===== src/rtl/alu_instr_sequencer.sv =====
// Hardwired control unit for the bus-based datapath: fetch (T0-T2) and execute
// (T3-T6) of register-register ALU instructions, with halt/resume control.
module alu_instr_sequencer #(
  parameter int OPW = 5
) (
  input  logic        clk,
  input  logic        reset,
  input  logic [31:0] ir,
  input  logic        mem_ready,
  input  logic        start,
  input  logic        stop,
  output logic        pc_out,
  output logic        mar_in,
  output logic        inc_pc,
  output logic        pc_in,
  output logic        read,
  output logic        mdr_in,
  output logic        mdr_out,
  output logic        ir_in,
  output logic        y_in,
  output logic        z_in,
  output logic        z_low_out,
  output logic        z_high_out,
  output logic        hi_in,
  output logic        lo_in,
  output logic        gra,
  output logic        grb,
  output logic        grc,
  output logic        r_in,
  output logic        r_out,
  output logic [3:0]  alu_op,
  output logic        run,
  output logic        instr_done
);

  typedef enum logic [3:0] {
    S_INIT, S_T0, S_T1, S_T2, S_T3, S_T4, S_T5, S_T6, S_HALTED
  } state_t;

  typedef enum logic [2:0] {
    K_ALU3, K_MULDIV, K_UNARY, K_NOP, K_HALT
  } kind_t;

  typedef enum logic [3:0] {
    ALU_AND = 4'b0000, ALU_OR  = 4'b0001, ALU_ADD = 4'b0010, ALU_SUB = 4'b0011,
    ALU_SHR = 4'b0100, ALU_SHL = 4'b0101, ALU_ROR = 4'b0110, ALU_ROL = 4'b0111,
    ALU_MUL = 4'b1000, ALU_DIV = 4'b1001, ALU_NEG = 4'b1010, ALU_NOT = 4'b1011
  } alu_t;

  localparam logic [OPW-1:0] OP_ADD  = OPW'(5'b00011);
  localparam logic [OPW-1:0] OP_SUB  = OPW'(5'b00100);
  localparam logic [OPW-1:0] OP_SHR  = OPW'(5'b00101);
  localparam logic [OPW-1:0] OP_SHL  = OPW'(5'b00111);
  localparam logic [OPW-1:0] OP_ROR  = OPW'(5'b01000);
  localparam logic [OPW-1:0] OP_ROL  = OPW'(5'b01001);
  localparam logic [OPW-1:0] OP_AND  = OPW'(5'b01010);
  localparam logic [OPW-1:0] OP_OR   = OPW'(5'b01011);
  localparam logic [OPW-1:0] OP_MUL  = OPW'(5'b01110);
  localparam logic [OPW-1:0] OP_DIV  = OPW'(5'b01111);
  localparam logic [OPW-1:0] OP_NEG  = OPW'(5'b10000);
  localparam logic [OPW-1:0] OP_NOT  = OPW'(5'b10001);
  localparam logic [OPW-1:0] OP_HALT = OPW'(5'b11011);

  state_t         state;
  kind_t          kind;
  alu_t           alu_code;
  logic [OPW-1:0] opcode;
  state_t         boundary;
  logic           unused_ir;

  assign opcode = ir[31 -: OPW];
  // Register fields are consumed by the external select-and-encode logic.
  assign unused_ir = ^ir[31-OPW:0];

  // Instruction class and ALU function; unknown opcodes (and nop) fall to K_NOP.
  always_comb begin
    kind     = K_NOP;
    alu_code = ALU_AND;
    case (opcode)
      OP_ADD:  begin kind = K_ALU3;   alu_code = ALU_ADD; end
      OP_SUB:  begin kind = K_ALU3;   alu_code = ALU_SUB; end
      OP_SHR:  begin kind = K_ALU3;   alu_code = ALU_SHR; end
      OP_SHL:  begin kind = K_ALU3;   alu_code = ALU_SHL; end
      OP_ROR:  begin kind = K_ALU3;   alu_code = ALU_ROR; end
      OP_ROL:  begin kind = K_ALU3;   alu_code = ALU_ROL; end
      OP_AND:  begin kind = K_ALU3;   alu_code = ALU_AND; end
      OP_OR:   begin kind = K_ALU3;   alu_code = ALU_OR;  end
      OP_MUL:  begin kind = K_MULDIV; alu_code = ALU_MUL; end
      OP_DIV:  begin kind = K_MULDIV; alu_code = ALU_DIV; end
      OP_NEG:  begin kind = K_UNARY;  alu_code = ALU_NEG; end
      OP_NOT:  begin kind = K_UNARY;  alu_code = ALU_NOT; end
      OP_HALT: kind = K_HALT;
      default: kind = K_NOP;
    endcase
  end

  assign boundary = stop ? S_HALTED : S_T0;

  always_ff @(posedge clk or posedge reset) begin
    if (reset) begin
      state <= S_INIT;
    end else begin
      case (state)
        S_INIT:   state <= boundary;
        S_T0:     state <= S_T1;
        S_T1:     state <= mem_ready ? S_T2 : S_T1;
        S_T2:     state <= S_T3;
        S_T3: begin
          case (kind)
            K_HALT:  state <= S_HALTED;
            K_NOP:   state <= boundary;
            default: state <= S_T4;
          endcase
        end
        S_T4:     state <= (kind == K_ALU3 || kind == K_MULDIV) ? S_T5 : boundary;
        S_T5:     state <= (kind == K_MULDIV) ? S_T6 : boundary;
        S_T6:     state <= boundary;
        S_HALTED: state <= (start && !stop) ? S_T0 : S_HALTED;
        default:  state <= S_INIT;
      endcase
    end
  end

  // Moore decode of state and opcode; everything is forced quiet while reset is high.
  always_comb begin
    pc_out = 1'b0; mar_in = 1'b0; inc_pc = 1'b0; pc_in = 1'b0; read = 1'b0;
    mdr_in = 1'b0; mdr_out = 1'b0; ir_in = 1'b0; y_in = 1'b0; z_in = 1'b0;
    z_low_out = 1'b0; z_high_out = 1'b0; hi_in = 1'b0; lo_in = 1'b0;
    gra = 1'b0; grb = 1'b0; grc = 1'b0; r_in = 1'b0; r_out = 1'b0;
    alu_op = ALU_AND; run = 1'b0; instr_done = 1'b0;
    if (!reset) begin
      case (state)
        S_T0: begin
          run = 1'b1; pc_out = 1'b1; mar_in = 1'b1; inc_pc = 1'b1;
          z_in = 1'b1; alu_op = ALU_ADD;
        end
        S_T1: begin
          run = 1'b1; z_low_out = 1'b1; pc_in = 1'b1; read = 1'b1; mdr_in = 1'b1;
        end
        S_T2: begin
          run = 1'b1; mdr_out = 1'b1; ir_in = 1'b1;
        end
        S_T3: begin
          run = 1'b1;
          case (kind)
            K_ALU3:   begin grb = 1'b1; r_out = 1'b1; y_in = 1'b1; end
            K_MULDIV: begin gra = 1'b1; r_out = 1'b1; y_in = 1'b1; end
            K_UNARY: begin
              grb = 1'b1; r_out = 1'b1; z_in = 1'b1; alu_op = alu_code;
            end
            default:  instr_done = 1'b1;
          endcase
        end
        S_T4: begin
          run = 1'b1;
          case (kind)
            K_ALU3: begin
              grc = 1'b1; r_out = 1'b1; z_in = 1'b1; alu_op = alu_code;
            end
            K_MULDIV: begin
              grb = 1'b1; r_out = 1'b1; z_in = 1'b1; alu_op = alu_code;
            end
            default: begin
              z_low_out = 1'b1; gra = 1'b1; r_in = 1'b1; instr_done = 1'b1;
            end
          endcase
        end
        S_T5: begin
          run = 1'b1;
          z_low_out = 1'b1;
          if (kind == K_MULDIV) begin
            lo_in = 1'b1;
          end else begin
            gra = 1'b1; r_in = 1'b1; instr_done = 1'b1;
          end
        end
        S_T6: begin
          run = 1'b1; z_high_out = 1'b1; hi_in = 1'b1; instr_done = 1'b1;
        end
        default: ;
      endcase
    end
  end

endmodule


===== config.mk =====
export PLATFORM = sky130hd
export DESIGN_NAME = alu_instr_sequencer
export DESIGN_NICKNAME = d
export VERILOG_FILES = /design/src/rtl/alu_instr_sequencer.sv
export SDC_FILE = /design/constraint.sdc
export NUM_CORES = 1
export LEC_CHECK = 0
export BUFFER_PORTS_ARGS = -buffer_cell sky130_fd_sc_hd__buf_2
export CORE_MARGIN = 3
export CORE_UTILIZATION = 35
export CTS_CLUSTER_DIAMETER = 120
export DETAILED_ROUTE_END_ITERATION = 8
export GPL_ROUTABILITY_DRIVEN = 0
export PLACE_DENSITY_LB_ADDON = 0.3
export RECOVER_POWER = 25
export SYNTH_ARGS = -nofsm -noshare
export SYNTH_HDL_FRONTEND = slang
export SYNTH_SLANG_ARGS = --single-unit
export TNS_END_PERCENT = 10

===== constraint.sdc =====
create_clock -name clk -period 1.55 [get_ports clk]
set_clock_uncertainty 0.1 [all_clocks]
set_input_delay 0.155 -clock clk [delete_from_list [all_inputs] [get_ports clk]]
set_output_delay 0.155 -clock clk [all_outputs]
set_load 0.1 [all_outputs]

==> qor.yml <==
place:
  io_buffers: 34
  hpwlAfterDp_um: 2930
  place_ws_ns: -0.290
min_path:
  hold_path_class: "in2reg"
  hp-start: "stop"
worst_setup_path:
  path_cells: "or3b_4, or4_4, nor2_4, buf_12"
  path_max_fanout: 4
  cp-end-kind: "output port"
  crit_path_start_kind: "register"
  critPathRequiredTime_ns: 1.29
  worstSetupStartpoint: "state[2]$_DFF_PP0_"
  cpMaxStageDelayCell: "or4_4"
  regToRegStartpoint: "state[0]$_DFF_PP0_"
  path_buf_inv: 1
  slowest_delay_ns: 0.45
  criticalPathCategory: "reg2out"
  arrival_ns: 1.84
  critical_path.top_delay_family: "simple AND/OR/NAND/NOR gates"
global_routing:
  grt_util_met1_pct: 36.0
  grt_pass1_wl_um: 6090
  overflow: 0
  antenna_found_initial: 0
  grt_max_degree: 11
  grt_pass1_vias: 1216
  grt_usage_pct: 30.6
  grt.met3_usage_pct: 4.27
  gr-usage-met2_pct: 52.7
  busiest_layer: "met2"
clocking:
  ctsRootBufferMaster: "clkbuf_4"
  cts_tree: "yes"
  cts_htree_levels: 1
  cts_buffers: 3
  clock-sinks: 4
  clk_latency_ns: 0.25
  clk_pin_slew_ns: 0.04
  cts_setup_buffers: 0
  cts_buffer_depth: 2
drt:
  ant_nets: 0
  drcViolationCount: 0
  wl_per_cell_um: 22.1
  drt-total-wl_um: 4310
  vias: 1233
  first_pass_iters: 6
  via_per_inst: 6.32
  detail_route.iter0.violations: 70
job:
  cap_viol_max_count: 0
timing:
  rsz0062_at_grt: "true"
  min_period_ns: 2.10
  relSlewSlack_pct: 73.1
  finalCritPeriodShare_pct: 135
  tns_ns: -10.75
  hold_viol: 0
  setup_ws_ns: -0.547
  clock.fmax_mhz: 477
  tightest_slew_ns: 0.397
  setup_violations: 27
  maxSlewViolCount: 0
finish:
  drive_gt1_share_pct: 69.0
  reg_top3: "state x4"
  nets: 207
  fillers: 58
  largest_reg_flops: 4
  insertedDiodeCount: 0
  layout_commonest_cell: "buf_4"
  final_cell_mix: "buf_4 (28), buf_12 (25), buf_2 (9)"
  top_register: "state"
  area_delta_synth_final_pct: 145
synth:
  async_flop_share_pct: 100
  synthCells: 110
  synth-seq-area-share_pct: 13.2
  yosys.cell_types.count: 43
  synth_seq_cells: 4
  synth_edf_count: 0
  synth.avg_cell_area_um2: 6.92
  ys.flop_type: "dfrtp_1"
  synth_fp_nets: 147
  ys_warn_count: 0
  syn_area_um2: 761
floorplanning:
  dieHeight_um: 52.6
  start_util_pct: 38.0
  dieArea_um2: 2770
  die_w_um: 52.6
  fp.coreArea_um2: 2000
  io_pins: 62
  rows: 16
power:
  ir_drop_mv: 1.50
  p_per_area_nw_per_um2: 1590
  leakage_uw: 0.000725
outcome:
  violations: "negative setup slack"
  status: "finished with violations"
-- final timing paths --
check	slack (ns)	end	depth (start not counted)
worst min-delay path	0.14	state[0]$_DFF_PP0_	2
worst max register to register	-0.14	state[2]$_DFF_PP0_	5
worst min register to register	0.66	state[1]$_DFF_PP0_	3
worst max-delay path	-0.55	grc	4
max in group asynchronous	0.63	state[0]$_DFF_PP0_	4
min in group asynchronous	0.54	state[2]$_DFF_PP0_	4
-- where the power goes --
part | internal, uW | switching (uW) | leakage (uW)
clock | 87.2 | 51.0 | 0.0000138
combinational | 1010 | 1590 | 0.000661
sequential | 156 | 59.1 | 0.0000500
total | 1260 | 1700 | 0.000725
-- cells in the mapped netlist (2+ instances only) --
master | number | area, um2
or3b_2 | 2 | 17.5
clkbuf_1 | 8 | 30.0
or2_2 | 2 | 12.5
inv_1 | 6 | 22.5
buf_4 | 6 | 45.0
a211oi_1 | 5 | 37.5
dfrtp_1 | 4 | 100
o21ai_0 | 4 | 20.0
buf_6 | 2 | 22.5
nand2b_1 | 4 | 25.0
nor3_1 | 5 | 25.0
a21oi_1 | 6 | 30.0
nand2_1 | 6 | 22.5
o31a_1 | 2 | 17.5
nor2_1 | 12 | 45.0
a21o_1 | 2 | 15.0
nor3b_1 | 2 | 15.0
a31oi_1 | 4 | 25.0
xnor2_1 | 2 | 17.5
nand4b_1 | 2 | 17.5
or3_1 | 2 | 12.5
-- layout make-up --
| cell class | count | area [um2] | share of cell area [%] |
|---|---|---|---|
| timing repair buffer | 71 | 852 | 45.7 |
| inverter | 6 | 26.3 | 1.41 |
| sequential | 4 | 101 | 5.44 |
| multi-input combinational | 84 | 828 | 44.4 |
| tap | 27 | 33.8 | 1.81 |
| clock buffer | 3 | 22.5 | 1.21 |
-- through the flow --
| stage | area (um2) | power, uW | cells | util [%] | hold slack, ns |
|---|---|---|---|---|---|
| after CTS | 1820 | 2780 | 195 | 90.9 | 0.140 |
| after detailed placement | 1720 | 2510 | 191 | 85.9 | 0.122 |
| after global routing | 1860 | 3040 | 195 | 93.1 | 0.152 |
| after global placement | 1720 | 2420 | 191 | 85.9 | 0.105 |
| after floorplan | 1040 | 1730 | 110 | - | -0.179 |
| final | 1860 | 2960 | 195 | 93.1 | 0.145 |
-- routing by layer --
| metal | wire length [um] | share of wire (%) |
|---|---|---|
| met5 | 0 | 0 |
| met4 | 210 | 4.9 |
| met3 | 462 | 11 |
| met2 | 2100 | 49 |
| met1 | 1540 | 36 |
-- worst reg2reg max path, cell delays in order, from the launching register on --
cell and delay, ns:
dfrtp_2 0.44, buf_4 0.18, nor2_1 0.20, o21ai_0 0.21
buf_4 0.19, a311oi_2 0.28
-- cells by family (layout without fill, tap and decap cells) --
logic type	count (synthesis)	after routing	synth area share [%]
flip-flops	4	4	13.2
XOR/XNOR	2	2	2.30
multiplexers	1	1	1.32
AND/OR/NAND/NOR	46	46	34.2
AO/OA/AOI/OAI	35	35	33.2
buffers and inverters	22	80	15.8
-- timing repair --
action / in CTS / in global routing
hold buffers: 1 / 0
endpoints found under the hold margin: 4 / 0
setup endpoints to repair: 26 / 29
pin swaps: 7 / 1
gates resized for setup: 18 / 10
(Power assumes the default switching activity.)
